$ cat src/rtl/mips_fetch.sv
// mips_fetch: PC owner and single-outstanding imem requester feeding decode; optional FETCH_ALIGN_CHECK_EN.
// Latency: one instruction per 3 cycles with a 1-cycle memory (REQ -> WAIT -> HOLD, no prefetch).
// Backpressure: the fetched entry is held stable in HOLD until inst_ready; no new request while held.
module mips_fetch #(
    parameter logic [31:0] RESET_PC = 32'h0040_0000
) (
    input  logic        clk,
    input  logic        rst_b,
    output logic        imem_req,
    output logic [31:0] imem_addr,
    input  logic        imem_gnt,
    input  logic        imem_rvalid,
    input  logic [31:0] imem_rdata,
    output logic        inst_valid,
    input  logic        inst_ready,
    output logic [31:0] inst,
    output logic [31:0] inst_pc,
    output logic [31:0] inst_pc4,
    input  logic        redirect,
    input  logic [1:0]  redirect_sel,
    input  logic        br_taken,
    input  logic [31:0] redir_pc4,
    input  logic [15:0] br_off,
    input  logic [31:0] rs_data,
    input  logic [25:0] jmp_imm,
`ifdef FETCH_ALIGN_CHECK_EN
    output logic        fetch_fault,
`endif
    input  logic        halt
);

    typedef enum logic [1:0] {IDLE, REQ, WAIT, HOLD} state_t;

    state_t      state, state_nxt, resume_st;
    logic [31:0] pc, pc_nxt;
    logic        squash, squash_nxt;
    logic [31:0] inst_nxt, inst_pc_nxt, inst_pc4_nxt;
    logic        redir_act;
    logic [31:0] br_tgt, raw_tgt, tgt, fault_pc;
    logic        tgt_bad, pc_bad, go_fault;

    assign redir_act = redirect && (redirect_sel != 2'b00);
    assign br_tgt    = redir_pc4 + {{14{br_off[15]}}, br_off, 2'b00};
    assign resume_st = halt ? IDLE : REQ;

    always_comb begin
        raw_tgt = redir_pc4;
        case (redirect_sel)
            2'b01:   raw_tgt = br_taken ? br_tgt : redir_pc4;
            2'b10:   raw_tgt = rs_data;
            2'b11:   raw_tgt = {redir_pc4[31:28], jmp_imm, 2'b00};
            default: raw_tgt = redir_pc4;
        endcase
    end

`ifdef FETCH_ALIGN_CHECK_EN
    assign tgt     = raw_tgt;
    assign tgt_bad = (raw_tgt[1:0] != 2'b00);
    assign pc_bad  = (pc[1:0] != 2'b00);
`else
    assign tgt     = raw_tgt & 32'hFFFF_FFFC;
    assign tgt_bad = 1'b0;
    assign pc_bad  = 1'b0;
`endif

    always_comb begin
        state_nxt    = state;
        pc_nxt       = pc;
        squash_nxt   = squash;
        inst_nxt     = inst;
        inst_pc_nxt  = inst_pc;
        inst_pc4_nxt = inst_pc4;
        go_fault     = 1'b0;
        fault_pc     = tgt;
        case (state)
            IDLE: begin
                if (redir_act) begin
                    pc_nxt = tgt;
                    if (tgt_bad) go_fault = 1'b1;
                    else         state_nxt = resume_st;
                end else begin
                    state_nxt = resume_st;
                end
            end
            REQ: begin
                // A grant alongside a redirect is still taken; its response gets squashed.
                if (redir_act) begin
                    pc_nxt = tgt;
                    if (imem_gnt) begin
                        state_nxt  = WAIT;
                        squash_nxt = 1'b1;
                    end else if (tgt_bad) begin
                        go_fault = 1'b1;
                    end
                end else if (imem_gnt) begin
                    state_nxt = WAIT;
                end
            end
            WAIT: begin
                if (redir_act) begin
                    pc_nxt = tgt;
                    if (imem_rvalid) begin
                        squash_nxt = 1'b0;
                        if (tgt_bad) go_fault = 1'b1;
                        else         state_nxt = resume_st;
                    end else begin
                        squash_nxt = 1'b1;
                    end
                end else if (imem_rvalid) begin
                    if (squash) begin
                        squash_nxt = 1'b0;
                        fault_pc   = pc;
                        if (pc_bad) go_fault = 1'b1;
                        else        state_nxt = resume_st;
                    end else begin
                        inst_nxt     = imem_rdata;
                        inst_pc_nxt  = pc;
                        inst_pc4_nxt = pc + 32'd4;
                        pc_nxt       = pc + 32'd4;
                        state_nxt    = HOLD;
                    end
                end
            end
            HOLD: begin
                // Redirect wins over inst_ready: the held instruction is younger and dies.
                if (redir_act) begin
                    pc_nxt = tgt;
                    if (tgt_bad) go_fault = 1'b1;
                    else         state_nxt = resume_st;
                end else if (inst_ready) begin
                    state_nxt = resume_st;
                end
            end
            default: state_nxt = IDLE;
        endcase
        if (go_fault) begin
            state_nxt    = HOLD;
            inst_nxt     = 32'h0000_000C;
            inst_pc_nxt  = fault_pc;
            inst_pc4_nxt = fault_pc + 32'd4;
        end
    end

    always_ff @(posedge clk or negedge rst_b) begin
        if (!rst_b) begin
            state    <= IDLE;
            pc       <= RESET_PC;
            squash   <= 1'b0;
            inst     <= 32'h0;
            inst_pc  <= RESET_PC;
            inst_pc4 <= RESET_PC + 32'd4;
        end else begin
            state    <= state_nxt;
            pc       <= pc_nxt;
            squash   <= squash_nxt;
            inst     <= inst_nxt;
            inst_pc  <= inst_pc_nxt;
            inst_pc4 <= inst_pc4_nxt;
        end
    end

`ifdef FETCH_ALIGN_CHECK_EN
    logic fault_q, fault_nxt;

    assign fault_nxt   = go_fault || (fault_q && (state_nxt == HOLD));
    assign fetch_fault = fault_q;

    always_ff @(posedge clk or negedge rst_b) begin
        if (!rst_b) fault_q <= 1'b0;
        else        fault_q <= fault_nxt;
    end
`endif

    assign imem_req   = (state == REQ);
    assign imem_addr  = pc & 32'hFFFF_FFFC;
    assign inst_valid = (state == HOLD);

endmodule

$ cat config.mk
export PLATFORM = sky130hd
export DESIGN_NAME = mips_fetch
export DESIGN_NICKNAME = d
export VERILOG_FILES = /design/src/rtl/mips_fetch.sv
export SDC_FILE = /design/constraint.sdc
export NUM_CORES = 1
export LEC_CHECK = 0
export BUFFER_PORTS_ARGS = -buffer_cell sky130_fd_sc_hd__buf_2
export CAP_MARGIN = 10
export CORE_MARGIN = 2
export CORE_UTILIZATION = 39
export CTS_CLUSTER_DIAMETER = 120
export DETAILED_ROUTE_END_ITERATION = 16
export PLACE_DENSITY = 0.71
export REMOVE_ABC_BUFFERS = 1
export SLEW_MARGIN = 20
export SYNTH_ARGS = -nofsm -noshare
export SYNTH_HDL_FRONTEND = slang
export SYNTH_SLANG_ARGS = --single-unit
export TNS_END_PERCENT = 10
$ cat constraint.sdc
create_clock -name clk -period 3.01 [get_ports clk]
set_input_delay 0.301 -clock clk [delete_from_list [all_inputs] [get_ports clk]]
set_output_delay 0.301 -clock clk [all_outputs]
set_load 0.005 [all_outputs]
==> results.md <==
- Status: finished, final reports clean
- Fin crit share: 0.860
- Initial Utilization: 0.394
- Vias/cell: 5.20
- First-pass GRT wire length: 39700 um
- RR Startpoint: pc[3]
- Post-synthesis cell type count: 77
- Critical path type: flip-flop to flip-flop
- Final GP Congestion: 0.897
- Most numerous cell in the Yosys netlist: nand2_1
- Max_slew headroom: 0.331
- Clk buf depth: 2
- Fin cells: 1537
- Unrepaired setup endpoints after global routing: no
- # placed instances: 1505
- Detailed placement HPWL: 19700 um
- Power, Total: 7010 uW
- Clock power share: 0.306
- Combinational power share: 0.315
- Mean Syn Cell Area: 8.27 um2
- Antenna violation net count after detailed routing: 0
- Cell Area, Placed: 0.00987 mm2
- Max-cap violations: 0
- Min cycle time layout: 2.59 ns
- Detailed Route WL: 25700 um
- Critical path origin: pc[3]
- Lkg Pwr: 0.00539 uW
- Slew Viols, Final: 0
- P&R area growth vs syn: 27.5%
- Int Pwr: 4690 uW
- Hold Vio Cnt, Final: 0
- Pin count of the biggest net entering global routing: 108
- Iteration count of the initial detailed-routing pass: 5
- Synth warnings: 0
- Reg2Reg Setup Slack: 0.42 ns
- TritonCTS buffer count: 17
- IO Pins: 278
- Max H-tree Level: 4
- Nets: 1431
- Area of the multi-input gates: 0.00479 mm2
- Most frequent cells after synthesis: 274 x nand2_1, 121 x dfrtp_1, 64 x a21oi_1, 59 x o21ai_0, 55 x nor2_1
- DRC: 0
- Hold buffers post-CTS: 0
- Synthesized instance count: 995
- CTS tree: built
- Number of global-route vias before repair: 7600
- Top cells by area, synth: dfrtp_1 37%, nand2_1 13%, ha_1 5.0%, a21oi_1 3.9%, o21ai_0 3.6%
- Share of the synthesized area in the top cell type: 0.368
- EDFF count, synth: 0
- Clk Latency, worst-skew pair: 0.41 ns
- Sum Neg Setup Slack: 0 ns
- 1st-iter DRT viols: 429
- Share of cells above drive strength 1: 0.286
- Worst-path fanout max: 6
- Seq cells post-synth: 125
- Reg2Reg Depth: 9
- Die width: 149 um
- Die H: 149 um
- Core area: 0.0209 mm2
- GRT Util Overall: 0.226
- Crit path capture: inst_pc4[30]
- Post-CTS Resized: 0
- Sink Count: 125
- Switch share: 0.331
- Yosys top cell by area: dfrtp_1
- Worst slew pin tran: 1.00 ns
- Die ar.: 0.0223 mm2
- Pwr Density: 668 mW/mm2
- Critical path capture point type: flip-flop
- Fmax: 0.386 GHz
- Post-CTS Setup Inserts: 0
- Setup-failing EPs final: 0
- Design Area, Final: 0.0105 mm2
- Worst setup SP type: flip-flop
- Ys flop type: dfrtp_1
- Worst Path Required: 3.30 ns
- Part of the Yosys area used for sequential elements: 0.381
- Psw: 2320 uW
- Wire per inst: 16.7 um
- Clock root cell: clkbuf_16
- FF+latch area: 0.00313 mm2
- Reg power frac: 0.379
- Type of the most critical hold path: primary input to async pin
- Ys async rst share: 1.00
- CTS clk-pin slew, worst paths: 0.06 ns
- GRT overflow: 0
- Final Hold Slack: 0.0322 ns
- Clk_skew: 0.00778 ns
- Site Rows: 53
- PortBufs: 267
- FF-to-FF End: inst_pc4[30]
- Initial antenna violation count: 2
- Worst EP arrival: 2.88 ns
- Peak VDD IR: 0.390 mV
- Mapped Area: 0.00823 mm2
- Fillers: 2056
- DR vias: 7991
## state kept, by name, indices dropped and copies added (netlist names)
name      cells
state         2
pc           30
inst_pc      30
inst         32
inst_pc4     30
squash        1
## how the worst min path moves through the flow
stage | startpoint | end | cells after the start
floorplan | rst_b | inst[0] | 0
global placement | inst_pc[22] | inst_pc[22] | 2
detailed placement | inst_pc[22] | inst_pc[22] | 2
CTS | imem_rdata[19] | inst[19] | 3
global route | imem_rdata[13] | inst[13] | 3
finish | rst_b | inst[4] | 1
## cell usage in the layout (no fill, tap or decap), types with 5 or more instances in the layout
cell,count
ha_1,33
nand3_1,22
buf_2,266
a21oi_1,64
nor3_1,10
a31oi_1,7
xor2_1,27
o211ai_1,5
a221oi_1,8
nand4_1,9
xnor2_1,31
dfrtp_1,121
conb_1,6
o21ai_1,16
mux2i_1,22
and3_1,9
o21ai_0,59
o22ai_1,6
a21o_1,16
nor2b_1,7
buf_4,23
nor2_1,54
a311oi_1,7
nand2_1,273
o21a_1,6
a211oi_1,7
nand2b_1,6
inv_1,18
mux2_2,12
clkbuf_16,17
## power by group through the flow
stage / sequential, uW / combinational [uW] / clock (uW)
global placement: 2650 / 2160 / 0
finish: 2650 / 2210 / 2150
global route: 2730 / 2480 / 2260
floorplan: 2680 / 1070 / 0
detailed placement: 2680 / 2210 / 0
CTS: 2650 / 2230 / 2180
## cells by family (layout without fill, tap and decap cells)
kind of cell / count (synthesis) / count (layout) / synth area share
simple gates: 416 / 416 / 0.222
compound gates: 247 / 247 / 0.197
flops: 125 / 125 / 0.381
buf+inv: 80 / 341 / 0.0417
xor+xnor: 58 / 58 / 0.0617
fa+ha+maj: 34 / 34 / 0.0526
mux: 34 / 34 / 0.0432
other cells: 1 / 7 / 0.000456
## final cells by class
cell class                 instances  area share
clock buffer                      24      0.0459
clock inverter                     7      0.0129
antenna                            1    0.000238
sequential                       125       0.299
tap                              275      0.0328
timing repair buffer             291       0.146
multi-input combinational        795       0.456
inverter                          19     0.00680
## stage by stage
stage	utilization	worst slack (ns)
floorplan	-	-0.500
global placement	0.473	0.118
detailed placement	0.473	0.110
CTS	0.502	0.461
global route	0.502	0.273
finish	0.502	0.422
## per-layer routing
metal,track usage,part of all wire
met4,0.0800,0.027
met2,0.380,0.48
met1,0.293,0.43
met5,0,0.00051
met3,0.0376,0.060
## critical path, stage by stage, from the launching register on
cell	delay (ns)
dfrtp_1	0.44
ha_1	0.26
nand3_2	0.17
nor4_4	0.46
nand4_1	0.18
nor2_1	0.21
nand3_1	0.12
xor2_1	0.18
nand2_1	0.13
o32a_1	0.30
(Power assumes the default switching activity.)
